`src/rtl/uart_rst_ack.sv`:
```
// Responder for the UART reset sequencer: checks CLK_RST/MOD_RST ordering and hold times, then raises READY after a settle window.
// Optional settle-completion counter output RST_CNT is enabled by defining UART_RST_ACK_STATS_EN.
module uart_rst_ack #(
    parameter int unsigned MIN_CLK_HOLD = 2,
    parameter int unsigned MIN_MOD_HOLD = 200,
    parameter int unsigned SETTLE_CYC   = 16
) (
    input  logic       CLK,
    input  logic       RST,
    input  logic       CLK_RST,
    input  logic       MOD_RST,
    output logic       READY,
    output logic       ERR,
    output logic [1:0] ERR_CODE,
`ifdef UART_RST_ACK_STATS_EN
    output logic [7:0] RST_CNT,
`endif
    output logic [2:0] STATE
);

    // state      | meaning
    // WAIT_RST   | idle after RST, waiting for the sequencer to assert resets
    // CLK_HOLD   | both resets high, timing the common hold
    // MOD_HOLD   | module reset high alone, timing its hold
    // SETTLE     | both released, waiting SETTLE_CYC before READY
    // READY      | UART released and settled
    // ERROR      | sticky protocol violation, left only by RST
    typedef enum logic [2:0] {
        S_WAIT_RST = 3'd0,
        S_CLK_HOLD = 3'd1,
        S_MOD_HOLD = 3'd2,
        S_SETTLE   = 3'd3,
        S_READY    = 3'd4,
        S_ERROR    = 3'd5
    } state_t;

    localparam logic [7:0] L_MIN_CLK = 8'(MIN_CLK_HOLD);
    localparam logic [7:0] L_MIN_MOD = 8'(MIN_MOD_HOLD);
    localparam logic [7:0] L_SETTLE  = 8'(SETTLE_CYC);

    localparam logic [1:0] L_ERR_ORPHAN = 2'd1;
    localparam logic [1:0] L_ERR_HOLD   = 2'd2;
    localparam logic [1:0] L_ERR_ORDER  = 2'd3;

    state_t     r_state;
    logic [7:0] r_cnt;
    logic       r_ready;
    logic       r_err;
    logic [1:0] r_err_code;

    state_t     w_nxt;
    logic       w_set_err;
    logic [1:0] w_code;
    logic [1:0] w_cm;

    assign w_cm = {CLK_RST, MOD_RST};

    always_comb begin
        w_nxt     = r_state;
        w_set_err = 1'b0;
        w_code    = 2'd0;
        case (r_state)
            S_WAIT_RST, S_SETTLE: begin
                case (w_cm)
                    2'b11: w_nxt = S_CLK_HOLD;
                    2'b10: begin
                        w_set_err = 1'b1;
                        w_code    = L_ERR_ORPHAN;
                    end
                    2'b01: w_nxt = S_MOD_HOLD;
                    default: begin
                        if (r_state == S_SETTLE && r_cnt == L_SETTLE) begin
                            w_nxt = S_READY;
                        end
                    end
                endcase
            end
            S_CLK_HOLD: begin
                if (!MOD_RST) begin
                    w_set_err = 1'b1;
                    w_code    = L_ERR_ORDER;
                end else if (!CLK_RST) begin
                    if (r_cnt >= L_MIN_CLK) begin
                        w_nxt = S_MOD_HOLD;
                    end else begin
                        w_set_err = 1'b1;
                        w_code    = L_ERR_HOLD;
                    end
                end
            end
            S_MOD_HOLD: begin
                case (w_cm)
                    2'b11: w_nxt = S_CLK_HOLD;
                    2'b10: begin
                        w_set_err = 1'b1;
                        w_code    = L_ERR_ORPHAN;
                    end
                    2'b00: begin
                        if (r_cnt >= L_MIN_MOD) begin
                            w_nxt = S_SETTLE;
                        end else begin
                            w_set_err = 1'b1;
                            w_code    = L_ERR_HOLD;
                        end
                    end
                    default: w_nxt = S_MOD_HOLD;
                endcase
            end
            S_READY: begin
                case (w_cm)
                    2'b11: w_nxt = S_CLK_HOLD;
                    2'b01: w_nxt = S_MOD_HOLD;
                    2'b10: begin
                        w_set_err = 1'b1;
                        w_code    = L_ERR_ORPHAN;
                    end
                    default: w_nxt = S_READY;
                endcase
            end
            S_ERROR: w_nxt = S_ERROR;
            default: begin
                w_set_err = 1'b1;
                w_code    = L_ERR_ORDER;
            end
        endcase
        if (w_set_err) begin
            w_nxt = S_ERROR;
        end
    end

    always_ff @(posedge CLK) begin
        if (RST) begin
            r_state    <= S_WAIT_RST;
            r_cnt      <= 8'd0;
            r_ready    <= 1'b0;
            r_err      <= 1'b0;
            r_err_code <= 2'd0;
        end else begin
            r_state <= w_nxt;
            if (w_nxt != r_state) begin
                r_cnt <= 8'd1;
            end else if (r_cnt != 8'hFF) begin
                r_cnt <= r_cnt + 8'd1;
            end
            r_ready <= (w_nxt == S_READY);
            r_err   <= (w_nxt == S_ERROR);
            // ERROR never sets w_set_err, so the first cause is kept
            if (w_set_err) begin
                r_err_code <= w_code;
            end
        end
    end

`ifdef UART_RST_ACK_STATS_EN
    logic [7:0] r_rst_cnt;

    always_ff @(posedge CLK) begin
        if (RST) begin
            r_rst_cnt <= 8'd0;
        end else if (r_state == S_SETTLE && w_nxt == S_READY && r_rst_cnt != 8'hFF) begin
            r_rst_cnt <= r_rst_cnt + 8'd1;
        end
    end

    assign RST_CNT = r_rst_cnt;
`endif

    assign READY    = r_ready;
    assign ERR      = r_err;
    assign ERR_CODE = r_err_code;
    assign STATE    = r_state;

endmodule

```
`config.mk`:
```
export PLATFORM = sky130hd
export DESIGN_NAME = uart_rst_ack
export DESIGN_NICKNAME = d
export VERILOG_FILES = /design/src/rtl/uart_rst_ack.sv
export SDC_FILE = /design/constraint.sdc
export NUM_CORES = 1
export LEC_CHECK = 0
export CAP_MARGIN = 0
export CORE_MARGIN = 2
export CORE_UTILIZATION = 65
export DETAILED_ROUTE_END_ITERATION = 7
export DONT_BUFFER_PORTS = 1
export PLACE_DENSITY = 0.81
export SYNTH_ARGS = -nofsm -noshare
export SYNTH_HDL_FRONTEND = slang
export SYNTH_SLANG_ARGS = --single-unit
```
`constraint.sdc`:
```
create_clock -name CLK -period 3.6 [get_ports CLK]
set_input_delay 0.36 -clock CLK [delete_from_list [all_inputs] [get_ports CLK]]
set_output_delay 0.36 -clock CLK [all_outputs]
set_load 0.02 [all_outputs]
```
==> impl_metrics.yaml <==
outcome:
  status: "completed"
finish:
  nets: 128
  fin_area_mm2: 0.001006
  syn_to_final_growth_pct: 1.643
  layout-drive-gt1-share: 0.1417
  final_common_cell: "dfxtp_1"
  fin_cells: 136
  layout_common_cells: "dfxtp_1 (15), nor2_1 (12), a21oi_1 (10), inv_1 (7), nand2_1 (7)"
  post-route-util: 0.6837
  diodes: 0
critical_path:
  worstSetupPathType: "reg -> reg"
  critPathMaxFanout: 14
  crit_chain: "nor2b_1 > nor2b_1 > a32oi_1 > nand3_1 > o2111ai_4 > nor2_1"
  cp_slowest_stage_delay_ns: 0.68
  crit_required_ns: 3.76
  worst_path_max_delay_cell: "dfxtp_1"
  cpLargestDelayFamily: "compound AO/OA/AOI/OAI gates"
  cpMostUsedCell: "nor2b_1"
  cp-end-kind: "flip-flop"
  crit_arrival_ns: 2.45
  critPathBufInv: 0
  cp-start-kind: "flip-flop"
job:
  drv_cap: 0
timing:
  fmax_ghz: 0.4365
  tightest_slew_ns: 0.5725
  max_slew_margin: 0.6178
  grt_setup_unrepaired: "false"
  skew_ns: 0.001045
  hold_viol: 0
  fin_crit_sh: 0.6364
  min_period_ns: 2.291
  setup_tns_ns: 0
  setup_viol: 0
  hold_ws_ns: 0.1421
  maxSlewViolCount: 0
synth:
  synth_warnings: 0
  synth_edf_count: 0
  synth_ff_type: "dfxtp_1"
  synthArstFlopShare: 0
  syn_area_um2: 989.7
  seq_area_frac_synth: 0.3034
  synth_nets: 129
  yosys.area.top_type: "dfxtp_1"
  synth_top_area_frac: 0.3034
  synth_cells: 122
  synth_area_leaders: "dfxtp_1 (30%), a21oi_1 (5.1%), nor2_1 (4.6%)"
  syn_area_per_cell_um2: 8.112
  ys_types: 40
  synth_seq_cells: 15
pwr:
  pwr_density_cell_mw_per_mm2: 426.7
  ir_worst_vdd_v: 0.0003228
  p_leak_nw: 0.3521
clock_tree:
  ctsHoldBuffers: 0
  cts_htree_levels: 1
  cts_tree: "yes"
  path_clk_slew_ns: 0.08
  cts_buffers: 3
  worstSkewPairLatency_ns: 0.27
  cts_num_sinks: 15
  post_cts_buffers: 0
  post_cts_resized: 0
  clk_path_buf_depth: 2
  ctsRootBufferMaster: "clkbuf_4"
floorplan:
  coreArea_mm2: 0.001471
  die_w_um: 43.02
  io_pins: 11
  dieArea_mm2: 0.001851
  std_cell_rows: 14
  floorplan.initialDensity: 0.6726
  die_h_um: 43.02
placement:
  hpwl_mm: 1.551
  io_buffers: 0
  placement.cell_area_um2: 979.7
  routabilityCongestion: 0.8048
  dp.cells: 132
drt:
  totalWireLength_mm: 2.127
  firstDrtPassIters: 4
  drc: 0
  wl_per_cell_um: 15.64
  drtAntennaViolNets: 0
  vias_per_cell: 6.522
  vias: 887
  drt_iter0_drc: 14
grt:
  antenna_found_initial: 0
  grtUsageTotal: 0.2577
  grt_pass1_wl_mm: 3.643
  grt_pass1_vias: 827
  grt-ovfl-total: 0
  grt_max_degree: 17
min_path:
  hold_path_class: "in -> reg"
-- metal layers --
| layer | up-vias | share of wire | wire (um) | track usage |
|---|---|---|---|---|
| met1 | 415 | 0.51 | 1091 | 0.3873 |
| met4 | 0 | 0.014 | 30 | 0.1091 |
| li1 | 444 | - | - | - |
| met5 | - | 0 | 0 | 0 |
| met3 | 4 | 0.045 | 95 | 0.03404 |
| met2 | 24 | 0.43 | 909 | 0.3667 |
-- per-stage QoR --
stage | worst slack, ns | power [mW]
floorplan | 1.527 | 0.3185
global placement | 1.412 | 0.3356
detailed placement | 1.341 | 0.3396
CTS | 1.323 | 0.4301
global route | 1.090 | 0.4560
finish | 1.309 | 0.4293
-- state kept, by name, indices dropped and copies added, names as in the netlist --
signal and cells:
ERR_CODE 2, ERR 1, STATE 3, READY 1, r_cnt 8
-- path summary, 6_finish.rpt --
check,startpoint,endpoint,slack (ns),depth (start not counted)
setup / recovery,STATE[2],r_cnt[3],1.31,6
hold / removal,RST,ERR_CODE[1],0.14,1
setup reg to reg,STATE[2],r_cnt[3],1.31,6
hold reg to reg,ERR_CODE[0],ERR_CODE[0],0.57,2
-- synth_stat cells (3+ instances only) --
cell      instances
a21oi_1          10
and2_1            3
clkbuf_1          5
dfxtp_1          15
ha_1              3
inv_1             7
nand2_1           7
nand3_1           5
nor2_1           12
nor2b_1           4
nor3_1            3
nor4_1            5
o21ai_0           6
or3b_2            3
-- power breakdown --
| group | internal [mW] | total (mW) | leakage (nW) | switching (mW) |
|---|---|---|---|---|
| combinational | 0.0518 | 0.116 | 0.214 | 0.0645 |
| sequential | 0.181 | 0.221 | 0.123 | 0.0395 |
| clock | 0.0429 | 0.0921 | 0.0150 | 0.0492 |
-- logic make-up (layout without fill, tap and decap cells) --
group,count (synthesis),after routing,synth area share
AOI/OAI and AO/OA,33,33,0.2567
xor gates and xnor gates,4,4,0.03540
adders and majority gates,3,3,0.03793
buffers and inverters,13,11,0.05690
DFF,15,15,0.3034
and+or+nand+nor,54,54,0.3097
-- final cells by class --
type                    instances  area (um2)
well taps                      16       20.02
multi-input cells              94       633.1
inverters                       7       26.28
fillers                       132       465.4
flip-flops and latches         15       300.3
clock buffers                   4       26.28
No activity file was read; power rests on OpenSTA's default activity.
